`src/rtl/rv32i_pkg.sv`:
```
// Shared RV32I definitions: load/store funct3 codes and the memory-stage FSM states.
package rv32i_pkg;

    localparam logic [2:0] F3_B  = 3'd0;
    localparam logic [2:0] F3_H  = 3'd1;
    localparam logic [2:0] F3_W  = 3'd2;
    localparam logic [2:0] F3_BU = 3'd4;
    localparam logic [2:0] F3_HU = 3'd5;

    typedef enum logic {
        ST_IDLE = 1'b0,
        ST_BUSY = 1'b1
    } mau_state_t;

endpackage

```
`src/rtl/load_store_align.sv`:
```
// Combinational byte-lane logic for RV32I loads and stores: store byte enables
// and lane replication, load lane extraction with sign/zero extension, and the
// legality check (funct3 validity, alignment, conflicting rd/wr).
module load_store_align
    import rv32i_pkg::*;
(
    input  logic        i_mem_rd,
    input  logic        i_mem_wr,
    input  logic [2:0]  i_funct3,
    input  logic [1:0]  i_addr_lo,
    input  logic [31:0] i_store_data,
    input  logic [31:0] i_load_word,
    output logic [3:0]  o_be,
    output logic [31:0] o_store_lanes,
    output logic [31:0] o_load_data,
    output logic        o_illegal
);

    logic        w_size_b;
    logic        w_size_h;
    logic        w_size_w;
    logic        w_f3_ok;
    logic        w_misalign;
    logic [7:0]  w_byte;
    logic [15:0] w_half;

    // Decode access width from funct3 and flag anything the bus must not see
    always_comb begin
        w_size_b = 1'b0;
        w_size_h = 1'b0;
        w_size_w = 1'b0;
        case (i_funct3)
            F3_B, F3_BU: w_size_b = 1'b1;
            F3_H, F3_HU: w_size_h = 1'b1;
            F3_W:        w_size_w = 1'b1;
            default:     ;
        endcase
        // Stores have no unsigned variants, so only the low three codes are valid
        if (i_mem_wr) begin
            w_f3_ok = (i_funct3 == F3_B) || (i_funct3 == F3_H) || (i_funct3 == F3_W);
        end else begin
            w_f3_ok = w_size_b | w_size_h | w_size_w;
        end
        w_misalign = (w_size_h & i_addr_lo[0]) | (w_size_w & (i_addr_lo != 2'b00));
        o_illegal  = (i_mem_rd | i_mem_wr) &
                     ((i_mem_rd & i_mem_wr) | ~w_f3_ok | w_misalign);
    end

    // Byte enables and store data replicated so every enabled lane carries the value
    always_comb begin
        o_be          = 4'b0000;
        o_store_lanes = '0;
        if (w_size_b) begin
            o_be          = 4'b0001 << i_addr_lo;
            o_store_lanes = {4{i_store_data[7:0]}};
        end else if (w_size_h) begin
            o_be          = i_addr_lo[1] ? 4'b1100 : 4'b0011;
            o_store_lanes = {2{i_store_data[15:0]}};
        end else if (w_size_w) begin
            o_be          = 4'b1111;
            o_store_lanes = i_store_data;
        end
    end

    // Pick the addressed lane of the read word and extend it to 32 bits
    always_comb begin
        w_byte = i_load_word[7:0];
        case (i_addr_lo)
            2'd1:    w_byte = i_load_word[15:8];
            2'd2:    w_byte = i_load_word[23:16];
            2'd3:    w_byte = i_load_word[31:24];
            default: w_byte = i_load_word[7:0];
        endcase
        w_half = i_addr_lo[1] ? i_load_word[31:16] : i_load_word[15:0];
        case (i_funct3)
            F3_B:    o_load_data = {{24{w_byte[7]}}, w_byte};
            F3_BU:   o_load_data = {24'h000000, w_byte};
            F3_H:    o_load_data = {{16{w_half[15]}}, w_half};
            F3_HU:   o_load_data = {16'h0000, w_half};
            F3_W:    o_load_data = i_load_word;
            default: o_load_data = '0;
        endcase
    end

endmodule

```
`src/rtl/mem_access_unit.sv`:
```
// RV32I memory-access stage: issues data-memory requests from EX/MEM with a
// req/ready handshake, stalls the front of the pipeline while a request is
// outstanding, and registers the stage result into MEM/WB.
module mem_access_unit
    import rv32i_pkg::*;
(
    input  logic        clk,
    input  logic        rst,
    input  logic        mem_rd,
    input  logic        mem_wr,
    input  logic        reg_wr,
    input  logic        mux_reg_wr,
    input  logic [2:0]  funct3,
    input  logic [31:0] ula_res,
    input  logic [31:0] val_B,
    input  logic [4:0]  rd,
    output logic        dmem_req,
    output logic        dmem_we,
    output logic [31:0] dmem_addr,
    output logic [3:0]  dmem_be,
    output logic [31:0] dmem_wdata,
    input  logic        dmem_ready,
    input  logic [31:0] dmem_rdata,
    output logic        stall,
    output logic        access_fault,
    output logic        wb_reg_wr,
    output logic        wb_mux_reg_wr,
    output logic [4:0]  wb_rd,
    output logic [31:0] wb_ula_res,
    output logic [31:0] wb_mem_data
);

    mau_state_t  r_state;
    logic        r_req;
    logic        r_we;
    logic [31:0] r_addr;
    logic [3:0]  r_be;
    logic [31:0] r_wdata;
    logic        r_fault;
    logic        r_wb_reg_wr;
    logic        r_wb_mux_reg_wr;
    logic [4:0]  r_wb_rd;
    logic [31:0] r_wb_ula_res;
    logic [31:0] r_wb_mem_data;

    logic        w_access;
    logic        w_illegal;
    logic [3:0]  w_be;
    logic [31:0] w_store_lanes;
    logic [31:0] w_load_data;

    assign w_access = mem_rd | mem_wr;

    // EX/MEM is frozen during BUSY, so the live inputs still describe the
    // in-flight access and can drive the load extractor on completion.
    load_store_align u_align (
        .i_mem_rd      (mem_rd),
        .i_mem_wr      (mem_wr),
        .i_funct3      (funct3),
        .i_addr_lo     (ula_res[1:0]),
        .i_store_data  (val_B),
        .i_load_word   (dmem_rdata),
        .o_be          (w_be),
        .o_store_lanes (w_store_lanes),
        .o_load_data   (w_load_data),
        .o_illegal     (w_illegal)
    );

    // Stall whenever this cycle's instruction cannot leave the stage yet
    always_comb begin
        if (r_state == ST_BUSY) begin
            stall = ~dmem_ready;
        end else begin
            stall = w_access & ~w_illegal;
        end
    end

    // Stage FSM with request registers, fault pulse and MEM/WB register
    always_ff @(posedge clk) begin
        if (rst) begin
            r_state         <= ST_IDLE;
            r_req           <= 1'b0;
            r_we            <= 1'b0;
            r_addr          <= '0;
            r_be            <= '0;
            r_wdata         <= '0;
            r_fault         <= 1'b0;
            r_wb_reg_wr     <= 1'b0;
            r_wb_mux_reg_wr <= 1'b0;
            r_wb_rd         <= '0;
            r_wb_ula_res    <= '0;
            r_wb_mem_data   <= '0;
        end else begin
            case (r_state)
                ST_IDLE: begin
                    r_fault <= w_access & w_illegal;
                    if (w_access && !w_illegal) begin
                        r_state         <= ST_BUSY;
                        r_req           <= 1'b1;
                        r_we            <= mem_wr;
                        r_addr          <= {ula_res[31:2], 2'b00};
                        r_be            <= w_be;
                        r_wdata         <= mem_wr ? w_store_lanes : '0;
                        r_wb_reg_wr     <= 1'b0;
                        r_wb_mux_reg_wr <= 1'b0;
                        r_wb_rd         <= '0;
                        r_wb_ula_res    <= '0;
                        r_wb_mem_data   <= '0;
                    end else begin
                        // A faulting access still retires, but must not write rd
                        r_wb_reg_wr     <= reg_wr & ~w_access;
                        r_wb_mux_reg_wr <= mux_reg_wr;
                        r_wb_rd         <= rd;
                        r_wb_ula_res    <= ula_res;
                        r_wb_mem_data   <= '0;
                    end
                end
                ST_BUSY: begin
                    r_fault <= 1'b0;
                    if (dmem_ready) begin
                        r_state         <= ST_IDLE;
                        r_req           <= 1'b0;
                        r_we            <= 1'b0;
                        r_addr          <= '0;
                        r_be            <= '0;
                        r_wdata         <= '0;
                        r_wb_reg_wr     <= reg_wr;
                        r_wb_mux_reg_wr <= mux_reg_wr;
                        r_wb_rd         <= rd;
                        r_wb_ula_res    <= ula_res;
                        r_wb_mem_data   <= mem_rd ? w_load_data : '0;
                    end else begin
                        r_wb_reg_wr     <= 1'b0;
                        r_wb_mux_reg_wr <= 1'b0;
                        r_wb_rd         <= '0;
                        r_wb_ula_res    <= '0;
                        r_wb_mem_data   <= '0;
                    end
                end
                default: begin
                    r_state <= ST_IDLE;
                    r_req   <= 1'b0;
                end
            endcase
        end
    end

    assign dmem_req      = r_req;
    assign dmem_we       = r_we;
    assign dmem_addr     = r_addr;
    assign dmem_be       = r_be;
    assign dmem_wdata    = r_wdata;
    assign access_fault  = r_fault;
    assign wb_reg_wr     = r_wb_reg_wr;
    assign wb_mux_reg_wr = r_wb_mux_reg_wr;
    assign wb_rd         = r_wb_rd;
    assign wb_ula_res    = r_wb_ula_res;
    assign wb_mem_data   = r_wb_mem_data;

endmodule

```
`config.mk`:
```
export PLATFORM = sky130hd
export DESIGN_NAME = mem_access_unit
export DESIGN_NICKNAME = d
export VERILOG_FILES = /design/src/rtl/rv32i_pkg.sv /design/src/rtl/load_store_align.sv /design/src/rtl/mem_access_unit.sv
export SDC_FILE = /design/constraint.sdc
export NUM_CORES = 1
export LEC_CHECK = 0
export ABC_AREA = 1
export CAP_MARGIN = 20
export CORE_ASPECT_RATIO = 0.8
export CORE_MARGIN = 2
export CORE_UTILIZATION = 42
export DETAILED_ROUTE_END_ITERATION = 8
export GPL_TIMING_DRIVEN = 0
export PLACE_DENSITY = 0.81
export SETUP_SLACK_MARGIN = 0.5
export SYNTH_ARGS = -nofsm -noshare
export SYNTH_HDL_FRONTEND = slang
export SYNTH_SLANG_ARGS = --single-unit
```
`constraint.sdc`:
```
create_clock -name clk -period 2.9 [get_ports clk]
set_input_delay 0.87 -clock clk [delete_from_list [all_inputs] [get_ports clk]]
set_output_delay 0.87 -clock clk [all_outputs]
set_load 0.05 [all_outputs]
```
==> impl_metrics.ini <==
[worst_setup_path]
startpoint_type = primary input
critPathCaptureType = output pin
path_max_fanout = 4
crit_type = in2out
cp.arrival_ns = 1.69
r2r_slack_ns = 1.06
crit_required_ns = 2.03

[job]
maxCapViolCount = 0

[layout]
fillers = 1082
seqCellArea_mm2 = 0.00282
nNetsFinal = 1136
drive_gt1_frac = 0.102
fin_area_mm2 = 0.00893
synthToLayoutAreaGrowth_pct = 60.9
multi_input_comb_area_mm2 = 0.00242
utilization = 0.694

[global_route]
antenna_found_initial = 2
grt_max_degree = 17
grt_overflow_total = 0
first_global_vias = 6100
grt_pass1_wl_um = 32500
gr-usage-all-layers = 0.294

[logic_synthesis]
yosys.area.top_type_share = 0.508
yosys-top-cells-count = nand2_1 (191), dfxtp_1 (141), nor2_1 (111)
syn_area_per_cell_um2 = 7.49
synth_most_common_cell = nand2_1
ys_top_cells_by_area = dfxtp_1 (51%), nand2_1 (13%), nor2_1 (7.5%)
netlist_instances = 741
synth_edf_count = 0
synth_area_leader_cell = dfxtp_1
synth_flop_cell = dfxtp_1
ys_types = 30
ys_warn_count = 0
synth-seq-area-share = 0.508
mappedNetlistArea_mm2 = 0.00555
synth-async-reset-ratio = 0
ys_ff_latch = 141

[status]
status = complete, no violations

[clocking]
clock-sinks = 141
clk_pin_slew_worst_paths_ns = 0.06
clock-root-buffer = clkbuf_16
clockBufferDepth = 2
cts_made_buffers = 17
htree_num_levels = 4
cts_tree = done
clock_latency_ns = 0.42
cts_hold_buf = 0

[sta]
setup_ws_ns = 0.342
setup_viol = 0
tightestPinTransition_ns = 0.599
finalHoldViolations = 0
drv_slew = 0
relSlewSlack = 0.601
skew_ns = 0.00644
fmax_mhz = 391
rsz0062_at_grt = yes
period_minus_slack_ns = 2.56
period_share = 0.882
setup_tns_ns = 0

[floorplan]
start_util = 0.431
core_area_mm2 = 0.0129
die_h_um = 107
row_count = 37
pin_count = 254
die_w_um = 133
die_area_mm2 = 0.0142

[pwr]
p_switching_mw = 1.81
peakVddDrop_mv = 0.450
p_clk_frac = 0.388
power_frac_comb = 0.230
pwr_density_cell_mw_per_mm2 = 614
p_sw_frac = 0.330
p_leak_nw = 4.28
power_frac_seq = 0.382
intPower_mw = 3.68

[detailed_routing]
dr_total_vias = 6433
via_per_inst = 5.30
wl_per_cell_um = 17.4
antenna_left = 0
drtIter0Drc = 652
dr.pass1.iters = 6
drc_errors = 0
drt-total-wl_um = 21100

[worst_hold_path]
hold_class = reg2reg

[placed_design]
gp_congestion = 0.915
pre_cts_ws_ns = -1.11
dp_hpwl_um = 15300
place_area_mm2 = 0.00833
port_buffers = 248
[layer usage]
layer | track usage | vias up | share of wire
li1 | - | 3027 | -
met1 | 0.374 | 2943 | 0.40
met2 | 0.459 | 389 | 0.45
met3 | 0.0889 | 74 | 0.11
met4 | 0.139 | 0 | 0.047
met5 | 0 | - | 0
[critical path, cell delays in order]
cell	delay (ns)
buf_12	0.11
inv_8	0.06
nand3_4	0.08
nand2_4	0.09
inv_4	0.03
nand4_4	0.09
nand2_4	0.07
buf_12	0.12
buf_12	0.14
[power groups by stage]
stage | combinational (mW) | sequential [mW] | clock (mW)
2_1_floorplan | 0.388 | 2.52 | 0
3_3_place_gp | 1.27 | 2.14 | 0
3_5_place_dp | 1.27 | 2.14 | 0
4_1_cts | 1.25 | 2.10 | 2.15
5_1_grt | 1.34 | 2.11 | 2.24
6_report | 1.26 | 2.10 | 2.13
[cell usage in the layout, fill, tap and decap left out, types with 2 or more instances in the layout]
cell | netlist | layout
o211ai_1 | 6 | 6
nand2_1 | 191 | 183
clkdlybuf4s50_1 | 0 | 101
clkbuf_16 | 0 | 17
nand3_4 | 1 | 3
nor2_1 | 111 | 110
conb_1 | 1 | 2
nand2_4 | 1 | 4
a21oi_1 | 37 | 37
buf_2 | 23 | 23
inv_1 | 34 | 30
a31oi_1 | 20 | 20
dlymetal6s2s_1 | 0 | 6
o2111ai_1 | 2 | 2
o21ai_0 | 40 | 40
buf_6 | 0 | 4
clkbuf_1 | 21 | 21
nand3b_1 | 10 | 10
inv_8 | 0 | 3
dlygate4sd2_1 | 0 | 135
inv_2 | 3 | 2
buf_4 | 4 | 19
o22ai_1 | 36 | 36
clkinv_2 | 0 | 2
nand3_1 | 36 | 34
a21o_1 | 3 | 3
nor3_1 | 3 | 3
nand4_1 | 3 | 3
buf_1 | 5 | 5
inv_4 | 0 | 5
dfxtp_1 | 141 | 141
nand2_2 | 0 | 5
clkinvlp_4 | 0 | 2
inv_6 | 0 | 8
nor2_4 | 1 | 2
clkinv_1 | 3 | 2
buf_12 | 0 | 3
[flip-flops by register name, indices dropped and copies added (netlist names)]
| signal | flops |
|---|---|
| wb_rd | 5 |
| access_fault | 1 |
| wb_mux_reg_wr | 1 |
| wb_mem_data | 32 |
| dmem_we | 1 |
| wb_ula_res | 32 |
| dmem_be | 4 |
| dmem_addr | 30 |
| dmem_wdata | 32 |
| wb_reg_wr | 1 |
| dmem_req | 1 |
| r_state | 1 |
[worst paths after layout]
| path | to | depth (start not counted) | startpoint |
|---|---|---|---|
| setup / recovery | stall | 9 | funct3[1] |
| hold / removal | dmem_wdata[28]$_SDFFE_PP0P_ | 2 | dmem_wdata[28]$_SDFFE_PP0P_ |
| setup reg to reg | dmem_wdata[27]$_SDFFE_PP0P_ | 8 | r_state$_SDFF_PP0_ |
| hold reg to reg | dmem_wdata[28]$_SDFFE_PP0P_ | 2 | dmem_wdata[28]$_SDFFE_PP0P_ |
[logic make-up after synthesis]
logic type             synth area share
AO/OA/AOI/OAI                     0.151
buffers and inverters            0.0708
flip-flops                        0.508
other                          0.000675
AND/OR/NAND/NOR                   0.269
[metrics by stage]
step / instances / power (mW) / hold WS, ns
finish: 1214 / 5.48 / 0.481
floorplan: 742 / 2.91 / 0.579
detailed placement: 1165 / 3.41 / 0.464
global route: 1214 / 5.68 / 0.500
global placement: 1165 / 3.40 / 0.452
CTS: 1212 / 5.49 / 0.483
[cell type report]
cell class              count  area share
plain buffers              53      0.0310
flip-flops and latches    141       0.316
multi-input cells         508       0.270
clock buffers              17      0.0476
inverters                  40      0.0191
well taps                 175      0.0245
clock inverters            15      0.0165
diodes                      1    0.000280
repair buffers            264       0.275
[what timing repair did]
| item | 4_1_cts | 5_1_grt |
|---|---|---|
| pin swaps | 10 | 2 |
| setup endpoints to repair | 135 | 7 |
| setup buffers | 15 | 1 |
| endpoints found under the hold margin | 0 | 0 |
| resized for setup | 187 | 9 |
| cloned | 0 | 0 |
No activity file was read; power rests on OpenSTA's default activity.
